$ cat src/rtl/argmax_classifier.sv
// argmax_classifier: sequential argmax over N_CLASSES signed scores, one comparison per cycle,
// reporting the winning index, its score and the margin over the runner-up.
module argmax_classifier #(
    parameter int DATA_W    = 16,
    parameter int N_CLASSES = 10
) (
    input  logic                        clk,
    input  logic                        reset,
    input  logic [N_CLASSES*DATA_W-1:0] scores_in,
    input  logic                        in_valid,
    output logic                        in_ready,
    output logic                        out_valid,
    input  logic                        out_ready,
    output logic [3:0]                  digit,
    output logic [DATA_W-1:0]           max_score,
    output logic [DATA_W:0]             margin,
    output logic                        tie,
    output logic [7:0]                  frame_cnt
);
    typedef enum logic [1:0] {IDLE, SCAN, DONE} state_t;
    localparam logic signed [DATA_W-1:0] MIN = {1'b1, {(DATA_W-1){1'b0}}};
    localparam logic [3:0] LAST = 4'(N_CLASSES - 1);
    state_t                   r_state;
    logic signed [DATA_W-1:0] r_sc [N_CLASSES];
    logic signed [DATA_W-1:0] r_best, r_second, r_max;
    logic [3:0]               r_idx, r_bidx, r_digit;
    logic [DATA_W:0]          r_margin;
    logic                     r_tie;
    logic [7:0]               r_fc;
    logic signed [DATA_W-1:0] w_s, w_best, w_second;
    logic [3:0]               w_bidx;
    logic [DATA_W:0]          w_margin;
    logic                     w_gt;
    always_comb begin
        w_s      = r_sc[r_idx];
        w_gt     = w_s > r_best;
        w_best   = w_gt ? w_s : r_best;
        w_bidx   = w_gt ? r_idx : r_bidx;
        w_second = w_gt ? r_best : (w_s > r_second ? w_s : r_second);
        // sign-extend both operands so the difference always fits
        w_margin = {w_best[DATA_W-1], w_best} - {w_second[DATA_W-1], w_second};
    end
    always_ff @(posedge clk or negedge reset) begin
        if (!reset) begin
            r_state  <= IDLE;
            r_best   <= '0;
            r_second <= '0;
            r_bidx   <= '0;
            r_idx    <= '0;
            r_digit  <= '0;
            r_max    <= '0;
            r_margin <= '0;
            r_tie    <= 1'b0;
            r_fc     <= '0;
            for (int k = 0; k < N_CLASSES; k++) r_sc[k] <= '0;
        end else begin
            case (r_state)
                IDLE: if (in_valid) begin
                    for (int k = 0; k < N_CLASSES; k++) r_sc[k] <= scores_in[k*DATA_W +: DATA_W];
                    r_best   <= scores_in[0 +: DATA_W];
                    r_bidx   <= '0;
                    r_second <= MIN;
                    r_idx    <= 4'd1;
                    r_state  <= SCAN;
                end
                SCAN: begin
                    r_best   <= w_best;
                    r_second <= w_second;
                    r_bidx   <= w_bidx;
                    r_idx    <= r_idx + 4'd1;
                    if (r_idx == LAST) begin
                        r_digit  <= w_bidx;
                        r_max    <= w_best;
                        r_margin <= w_margin;
                        r_tie    <= w_margin == '0;
                        r_state  <= DONE;
                    end
                end
                DONE: if (out_ready) begin
                    r_state <= IDLE;
                    r_fc    <= r_fc + 8'd1;
                end
                default: r_state <= IDLE;
            endcase
        end
    end
    assign in_ready  = r_state == IDLE;
    assign out_valid = r_state == DONE;
    assign digit     = r_digit;
    assign max_score = r_max;
    assign margin    = r_margin;
    assign tie       = r_tie;
    assign frame_cnt = r_fc;
endmodule

$ cat config.mk
export PLATFORM = sky130hd
export DESIGN_NAME = argmax_classifier
export DESIGN_NICKNAME = d
export VERILOG_FILES = /design/src/rtl/argmax_classifier.sv
export SDC_FILE = /design/constraint.sdc
export NUM_CORES = 1
export LEC_CHECK = 0
export CORE_ASPECT_RATIO = 0.9
export CORE_UTILIZATION = 50
export CTS_CLUSTER_SIZE = 8
export DETAILED_ROUTE_END_ITERATION = 6
export PLACE_DENSITY = 0.75
export SLEW_MARGIN = 20
export SYNTH_ARGS = -nofsm -noshare
export SYNTH_HDL_FRONTEND = slang
export SYNTH_SLANG_ARGS = --single-unit
export TNS_END_PERCENT = 10
$ cat constraint.sdc
create_clock -name clk -period 21.3 [get_ports clk]
set_clock_uncertainty 0.1 [all_clocks]
set_input_delay 4.26 -clock clk [delete_from_list [all_inputs] [get_ports clk]]
set_output_delay 4.26 -clock clk [all_outputs]
set_load 0.1 [all_outputs]
==> reports/qor.yml <==
synthesis:
  synthMuxAreaShare_pct: 9.44
  seq_area_frac_synth_pct: 45.7
  synth-xor-area-share_pct: 2.09
  ys.flop_type: "dfrtp_1"
  synthAdderAreaFrac_pct: 4.35
  synth_async_sr_flop_share_pct: 100
  synthDistinctLibCells: 89
  syn-num-nets: 1713
  synth.area.top_cells: "dfrtp_1 (46%), nand2_1 (15%), mux4_2 (5.0%)"
  yosysTopAreaCellShare_pct: 45.7
  synth_area_leader_cell: "dfrtp_1"
  synth_compound_area_share_pct: 12.7
  synth_edf_count: 0
  syn_area_um2: 13600
  yosys_warnings: 0
  syn_area_per_cell_um2: 9.04
  yosys.area_share.simple_pct: 21.9
  synth_cells: 1504
  synth_top_family_by_area: "simple AND/OR/NAND/NOR gates"
  synth-seq-cells: 248
grt:
  top_usage_layer: "met2"
  met2_usage_pct: 47.5
  use_met3_pct: 4.56
  grt_pass1_wl_um: 63500
  grt_pass1_vias: 11400
  grt_max_degree: 102
  grtUsageTotal_pct: 29.8
  grtUsageMet1_pct: 41.9
  grt.overflow.total: 0
  antenna_found_initial: 0
place:
  dp_hpwl_um: 29800
  place.gp.congestion: 0.937
  port_buffers: 211
  place_area_um2: 15900
drt:
  drc: 0
  routed_via_density: 5.80
  finalWirelength_um: 40900
  route.vias.total: 11800
  drt_pre_antenna_iters: 5
  wire_per_inst_um: 20.1
  drt_iter0_drc: 1019
  ant_nets: 0
timing:
  rsz0062_at_grt: "no"
  fin_setup_tns_ns: 0
  period_share_pct: 37.2
  setup-violations-final: 0
  relSlewSlack_pct: 32.2
  tightest_slew_ns: 1.01
  hold_violations: 0
  drv_slew: 0
  fmax_mhz: 126
  finalCriticalPeriod_ns: 7.92
floorplanning:
  start_util_pct: 51.6
  row_count: 56
  chipWidth_um: 176
  die-area_um2: 27800
  io_pins: 212
  die_height_um: 158
  core_area_um2: 26300
final_layout:
  n_fill_cell: 2189
  fin_area_um2: 16900
  nNetsFinal: 1894
  antennaDiodeCount: 0
  drive_gt1_share_pct: 8.48
  area_growth_pct: 24.5
cts:
  cts_tree: "yes"
  post_cts_buffers: 0
  cts_buffers: 36
  htreeDepth: 2
  ctsResizeCount: 0
  root_buffer: "clkbuf_16"
  cts.sinks: 248
  clock_path_buffers: 3
  cts_hold_buf: 0
  clock_latency_ns: 0.51
  clk_pin_slew_ns: 0.05
worst_setup_path:
  crit_family: "compound AO/OA/AOI/OAI gates"
  critical_path_class: "reg2reg"
  required_ns: 21.63
  worst-path-buf-inv: 3
  crit_arrival_ns: 8.24
  worstPathMaxFanout: 54
  crit_path_start_kind: "flip-flop"
  worstSetupEndpointType: "flip-flop"
  cpMaxStageDelayCell: "buf_4"
  cpPeakStageDelay_ns: 0.75
worst_hold_path:
  hold_path.class: "reg2reg"
outcome:
  status: "finished clean"
run:
  max_cap_violations: 0
[registers in the layout, indices dropped and copies added (netlist names)]
register and count:
r_state 2, r_idx 4, r_bidx 4, frame_cnt 8
max_score 16, margin 17, r_best 16, r_sc 160
tie 1, digit 4, r_second 16
[synthesized netlist by cell type, types with 6 or more instances]
cell / instances
a211oi_1: 18
a21oi_1: 52
a22o_1: 8
a31oi_1: 6
buf_1: 11
clkbuf_1: 66
dfrtp_1: 248
ha_1: 44
inv_1: 47
mux2_2: 15
mux2i_1: 41
mux4_2: 30
nand2_1: 551
nand3_1: 28
nand4_1: 8
nor2_1: 60
nor2b_1: 8
nor3_1: 7
nor4_1: 7
o211ai_1: 15
o21a_1: 6
o21ai_0: 61
o21ai_1: 8
o221ai_1: 7
o22ai_1: 10
or3_1: 6
or4_1: 6
xnor2_1: 15
[through the flow]
step                      hold WS (ns)  utilization, %  setup WS (ns)  std cells
after floorplan                  0.340               -          13.81       1504
after global placement           0.353            60.5          13.60       1995
after detailed placement         0.359            60.5          13.57       1995
after CTS                        0.371            64.2          13.53       2035
after global routing             0.391            64.2          12.98       2035
final                            0.369            64.2          13.38       2035
[layout make-up]
cell class	count	area (um^2)	area share [%]
multi-input cells	1123	6880	40.7
inverters	49	184	1.09
clock buffers	38	930	5.49
flip-flops and latches	248	6210	36.7
clock inverters	2	46.3	0.274
repair buffers	227	2240	13.2
well taps	348	435	2.57
[worst register-to-register path, cell delays in order, from the launching register on]
cell and delay, ns:
dfrtp_4 0.43, buf_4 0.75, mux4_2 0.61, nand2b_1 0.18, a21oi_1 0.56, inv_1 0.19, ha_1 0.36, nand4_1 0.10
or4_1 0.51, o21ai_1 0.18, or4_1 0.27, nand2_1 0.19, o21ai_0 0.73, ha_1 0.26, inv_1 0.06, fa_1 0.40
a21oi_1 0.20, o21ai_0 0.11, o31a_1 0.13, a32oi_1 0.27, o21a_1 0.27, o31a_1 0.18, o311ai_0 0.16, a211oi_1 0.34
o2111ai_1 0.14, o21ai_1 0.14
[cell families (layout without fill, tap and decap cells)]
| family | count (synthesis) | after routing |
|---|---|---|
| adders and majority gates | 47 | 47 |
| xor gates and xnor gates | 26 | 26 |
| DFF | 248 | 248 |
| muxes | 88 | 88 |
| buffers and inverters | 133 | 316 |
| AOI/OAI and AO/OA | 250 | 250 |
| and+or+nand+nor | 712 | 712 |
[cells in the final DEF, fill, tap and decap left out, drive strengths merged, types with 7 or more instances in the layout]
master           n
ha              44
o22ai           10
buf             17
xnor2           21
o211ai          15
clkdlybuf4s50  210
inv             48
nand2          551
a31oi            7
mux4            30
nor2            60
dfrtp          248
nor4            11
nand4           11
clkbuf          38
mux2            15
mux2i           43
nor2b            8
a211oi          21
o21ai           69
nand3           28
o221ai           7
a22o             8
nor3             7
a21oi           52
[per-layer routing]
layer	wire length [um]	vias to the layer above
met2	18700	507
met3	2980	59
li1	-	5506
met5	0	-
met4	1150	0
met1	18100	5724
[path summary, 6_finish.rpt]
check                         start        end  slack [ns]  cells after the start
max                        r_idx[0]        tie       13.38                     25
min                        r_sc[17]   r_sc[17]        0.37                      2
max reg2reg                r_idx[0]        tie       13.38                     25
min reg2reg                r_sc[17]   r_sc[17]        0.37                      2
max in group asynchronous     reset   r_sc[58]       15.91                      2
min in group asynchronous     reset  margin[2]        3.70                      1
Power is not shown: default switching activity piles up to over one toggle a cycle in this logic, so the estimate is an artifact.
